`src/rtl/data_memory_arbiter.sv`:
```
// Round-robin arbiter sharing one single-ported data memory between a
// load/store unit (requester 0) and a debug/DMA port (requester 1).
module data_memory_arbiter #(
  parameter int address_width = 32,
  parameter int word_width    = 32
) (
  input  logic                     clock,
  input  logic                     reset_n,
  input  logic                     req_valid_0,
  output logic                     req_ready_0,
  input  logic                     req_write_0,
  input  logic [address_width-1:0] req_address_0,
  input  logic [word_width-1:0]    req_write_data_0,
  output logic                     resp_valid_0,
  input  logic                     resp_ready_0,
  output logic [word_width-1:0]    resp_data_0,
  input  logic                     req_valid_1,
  output logic                     req_ready_1,
  input  logic                     req_write_1,
  input  logic [address_width-1:0] req_address_1,
  input  logic [word_width-1:0]    req_write_data_1,
  output logic                     resp_valid_1,
  input  logic                     resp_ready_1,
  output logic [word_width-1:0]    resp_data_1,
  output logic                     mem_write_enable,
  output logic [address_width-1:0] mem_address,
  output logic [word_width-1:0]    mem_write_data,
  input  logic [word_width-1:0]    mem_read_data
);

  localparam logic EMPTY = 1'b0;
  localparam logic FULL  = 1'b1;

  logic [1:0]               req_valid;
  logic [1:0]               req_write;
  logic [1:0]               resp_ready;
  logic [address_width-1:0] req_address [2];
  logic [word_width-1:0]    req_write_data [2];

  logic [1:0]            eligible;
  logic [1:0]            grant;
  logic [1:0]            read_accept;
  logic                  sel;
  logic [1:0]            full_reg, full_next;
  logic                  prio_reg, prio_next;
  logic [word_width-1:0] resp_data_reg [2];
  logic [word_width-1:0] resp_data_next [2];

  assign req_valid         = {req_valid_1, req_valid_0};
  assign req_write         = {req_write_1, req_write_0};
  assign resp_ready        = {resp_ready_1, resp_ready_0};
  assign req_address[0]    = req_address_0;
  assign req_address[1]    = req_address_1;
  assign req_write_data[0] = req_write_data_0;
  assign req_write_data[1] = req_write_data_1;

  // A pending response blocks its requester; eligibility uses registered state only.
  generate
    for (genvar gi = 0; gi < 2; gi++) begin : g_req
      assign eligible[gi]    = req_valid[gi] & (full_reg[gi] == EMPTY);
      assign read_accept[gi] = grant[gi] & ~req_write[gi];
    end
  endgenerate

  always_ff @(posedge clock or negedge reset_n) begin
    if (!reset_n) begin
      full_reg      <= {EMPTY, EMPTY};
      prio_reg      <= 1'b0;
      resp_data_reg <= '{default: '0};
    end else begin
      full_reg      <= full_next;
      prio_reg      <= prio_next;
      resp_data_reg <= resp_data_next;
    end
  end

  always_comb begin
    prio_next = prio_reg;
    if (grant[0]) begin
      prio_next = 1'b1;
    end else if (grant[1]) begin
      prio_next = 1'b0;
    end
    for (int i = 0; i < 2; i++) begin
      full_next[i]      = full_reg[i];
      resp_data_next[i] = resp_data_reg[i];
      if (full_reg[i] == EMPTY) begin
        if (read_accept[i]) begin
          full_next[i]      = FULL;
          resp_data_next[i] = mem_read_data;
        end
      end else if (resp_ready[i]) begin
        full_next[i] = EMPTY;
      end
    end
  end

  // Grant and memory drive; everything is held idle while reset is asserted.
  always_comb begin
    grant = 2'b00;
    if (reset_n) begin
      if (eligible == 2'b11) begin
        grant = prio_reg ? 2'b10 : 2'b01;
      end else begin
        grant = eligible;
      end
    end
    sel              = grant[1];
    mem_write_enable = 1'b0;
    mem_address      = '0;
    mem_write_data   = '0;
    if (|grant) begin
      mem_write_enable = req_write[sel];
      mem_address      = req_address[sel];
      mem_write_data   = req_write_data[sel];
    end
  end

  assign req_ready_0  = grant[0];
  assign req_ready_1  = grant[1];
  assign resp_valid_0 = full_reg[0];
  assign resp_valid_1 = full_reg[1];
  assign resp_data_0  = resp_data_reg[0];
  assign resp_data_1  = resp_data_reg[1];

endmodule

```
`config.mk`:
```
export PLATFORM = sky130hd
export DESIGN_NAME = data_memory_arbiter
export DESIGN_NICKNAME = d
export VERILOG_FILES = /design/src/rtl/data_memory_arbiter.sv
export SDC_FILE = /design/constraint.sdc
export NUM_CORES = 1
export LEC_CHECK = 0
export ABC_CLOCK_PERIOD_IN_PS = 4500
export CAP_MARGIN = 20
export CORE_AREA = 2 2 116 118
export DETAILED_ROUTE_END_ITERATION = 6
export DIE_AREA = 0 0 118 120
export GPL_ROUTABILITY_DRIVEN = 0
export PLACE_DENSITY = 0.7
export SLEW_MARGIN = 20
export SYNTH_ARGS = -nofsm -noshare
export SYNTH_HDL_FRONTEND = slang
export SYNTH_SLANG_ARGS = --single-unit
```
`constraint.sdc`:
```
create_clock -name clock -period 4.5 [get_ports clock]
set_input_delay 0.9 -clock clock [delete_from_list [all_inputs] [get_ports clock]]
set_output_delay 0.9 -clock clock [all_outputs]
set_load 0.05 [all_outputs]
```
==> results of run 1 <==
[worst max-delay path, delay by kind of cell]
family,cells,cell delay [ps]
compound gates,1,250
buf+inv,3,1040
simple gates,2,740
[power by group]
part           switching [mW]  internal, mW
sequential             0.0947         0.778
clock                   0.253         0.483
combinational            1.15         0.667
[synthesized netlist by cell type]
master,count,area (µm²)
a21o_1,1,7.510
a41o_1,65,650.6
and3_1,66,412.9
and3b_1,1,8.760
buf_2,8,40.04
buf_4,7,52.55
buf_6,6,67.56
clkbuf_1,21,78.83
dfrtp_1,67,1677
inv_1,3,11.26
mux2_1,29,326.6
mux2_2,35,394.1
nand2_1,1,3.750
nand3b_1,1,7.510
nand3b_2,1,11.26
nand4b_1,1,8.760
nor2b_1,2,12.51
o21ai_0,3,15.01
or2_1,1,6.260
or3b_4,1,11.26
[per-stage QoR]
| step | power [mW] | cells | hold WS, ps | util |
|---|---|---|---|---|
| 2_1_floorplan | 2.006 | 320 | 474.0 | - |
| 3_3_place_gp | 2.672 | 762 | 472.2 | 0.5169 |
| 3_5_place_dp | 2.691 | 762 | 480.0 | 0.5169 |
| 4_1_cts | 3.452 | 778 | 492.5 | 0.5413 |
| 5_1_grt | 3.565 | 778 | 503.8 | 0.5413 |
| 6_report | 3.427 | 780 | 487.0 | 0.5416 |
[final cells by class]
| type | instances | area [µm²] |
|---|---|---|
| antenna | 2 | 5.005 |
| multi-input combinational | 208 | 1881 |
| sequential | 67 | 1677 |
| fill | 1119 | 5949 |
| clock inverter | 7 | 91.34 |
| timing repair buffer | 308 | 2920 |
| clock buffer | 9 | 225.2 |
| tap | 176 | 220.2 |
| inverter | 3 | 11.26 |
[cells by family (layout without fill, tap and decap cells)]
| logic type | Yosys count | count (layout) |
|---|---|---|
| mux | 64 | 64 |
| simple gates | 75 | 75 |
| flops | 67 | 67 |
| other cells | 0 | 2 |
| compound gates | 69 | 69 |
| buf+inv | 45 | 327 |
[placed cells by master, fill, tap and decap left out]
cell             netlist  routed
a21o_1                 1       1
a41o_1                65      65
and3_1                66      66
and3b_2                0       1
buf_12                 0       2
buf_4                  7      73
bufinv_16              0       2
clkbuf_16              0       9
clkdlybuf4s50_1        0     233
clkinv_2               0       3
clkinvlp_4             0       1
dfrtp_1               67      67
diode_2                0       2
inv_1                  3       3
inv_6                  0       1
mux2_1                29      29
mux2_2                35      35
nand2_2                0       1
nand3b_1               1       1
nand3b_2               1       1
nand4b_1               1       1
nor2b_1                2       2
o21ai_0                3       3
or2_2                  0       1
or3b_4                 1       1
[final timing paths]
kind,to,cells past startpoint,slack [ps],startpoint
worst max-delay path,mem_address[11],6,660,req_valid_0
worst min-delay path,resp_data_1[5],1,490,resp_data_1[5]
worst max register to register,resp_data_1[11],4,1790,full_reg[1]
worst min register to register,resp_data_1[5],1,490,resp_data_1[5]
max in group asynchronous,resp_data_0[24],2,2970,reset_n
min in group asynchronous,full_reg[0],1,530,reset_n
[metal layers]
layer,routed length (µm),track usage,vias up,part of all wire
met5,29,0,-,0.0019
met4,286,0.06702,4,0.019
met3,1965,0.1141,21,0.13
met2,6990,0.3398,210,0.46
met1,5877,0.2376,1888,0.39
li1,-,-,1827,-
==> summary.md, run 1 <==
| Metric | Value |
|---|---|
| Post-DR vias/cell | `5.064` |
| Floorplan row count | `42` |
| Cts hold-fix bufs | `0` |
| MaxCap Viol Count | `0` |
| Max stage delay cell, worst path | `or2_2` |
| Worst-Skew Late Latency | `330 ps` |
| Post-synth net total | `488` |
| Final setup vio count | `0` |
| Crit path launch type | `input port` |
| Most common cell on crit path | `buf_4` |
| Clk_skew | `10.44 ps` |
| Largest family of logic cells by synthesized area | `multiplexers` |
| Critical path data required time | `3600 ps` |
| Syn. warnings | `0` |
| Die height | `120 µm` |
| Synth unique cells | `20` |
| Clock-pin slew on the worst setup and hold paths | `50 ps` |
| Mux cell area share after synthesis | `0.1895` |
| Cells after Synth | `320` |
| ANT nets after route | `0` |
| Post-Synth Simple-Gate Area | `0.1270` |
| Worst-Margin Slew | `968.9 ps` |
| CTS tree | `built` |
| PD cells | `487.5 nW/µm²` |
| Fraction of layout cells with a size suffix above 1 | `0.2176` |
| VDD IR-drop max | `433.1 µV` |
| Fin Setup TNS | `0 ps` |
| Setup crit end kind | `primary output` |
| DR iter-0 viols | `183` |
| Crit path largest cell delay | `500 ps` |
| Setup Crit Path Kind | `input port to primary output` |
| Total number of vias | `3950` |
| Ports | `301` |
| #FFs+latches synth | `67` |
| Post-Route WL | `15150 µm` |
| Vias in the first global route | `4243` |
| Post-CTS Resized | `0` |
| Fin crit share | `0.8543` |
| Cell Chain, Critical Path | `clkdlybuf4s50_1 -> nor2b_1 -> or2_2 -> buf_4 -> a41o_1 -> buf_4` |
| Number of port buffers | `300` |
| Die boundary width | `118 µm` |
| Min cycle time layout | `3844 ps` |
| Initial antenna violation count | `4` |
| Core Area | `12980 µm²` |
| Worst setup margin | `655.6 ps` |
| Hold Path Class | `register to register` |
| First-pass GRT wire length | `23400 µm` |
| Final instance area | `7030 µm²` |
| Post-route DRC | `0` |
| Fin. Hold Viols | `0` |
| Global Route Usage Sum | `0.2100` |
| Compound-cell area share of the yosys netlist | `0.1770` |
| Syn avg cell area | `11.89 µm²` |
| Leak Pwr | `3.588 nW` |
| Total congestion overflow | `0` |
| Die area | `14160 µm²` |
| Synth Area in XOR/XNOR | `0` |
| Initial Util | `0.2930` |
| RSZ-0062 raised after global routing | `false` |
| Longest Clk Path Bufs | `2` |
| Nets | `765` |
| P&R area growth vs syn | `84.84%` |
| CTS root buf | `clkbuf_16` |
| Placed inst area | `6709 µm²` |
| Rel. slew slack | `0.3506` |
| Post-CTS Setup Bufs | `0` |
| Max Slew Vio Count | `0` |
| Detailed-route wire length per cell | `19.42 µm` |
| Worst endpoint data arrival time | `2940 ps` |
| HPWL after DPL | `11170 µm` |
| Num CTS Buffers | `9` |
| Register area share after synthesis | `0.4408` |
| H-tree Lvls | `3` |
| Pre-Repair DR Iteration Count | `5` |
| Largest net degree at the start of global routing | `67` |
| CTS sink count | `67` |
| Post-synthesis adder-cell area fraction | `0` |
| Pre-CTS WS | `665.9 ps` |
| Status | `finished, final reports clean` |
| Crit Path Max Fanout | `24` |
| Max Clock Freq | `260.1 MHz` |
| Mapped cell area | `3804 µm²` |
Note: power is estimated with default switching activity, not from simulation.
==> inputs of run 2 (changes only) <==
- ABC_CLOCK_PERIOD_IN_PS: 4500 -> not set
- SLEW_MARGIN: 20 -> not set
==> results of run 2 <==
The final DEF is identical to that of run 1; final timing and power are the same.
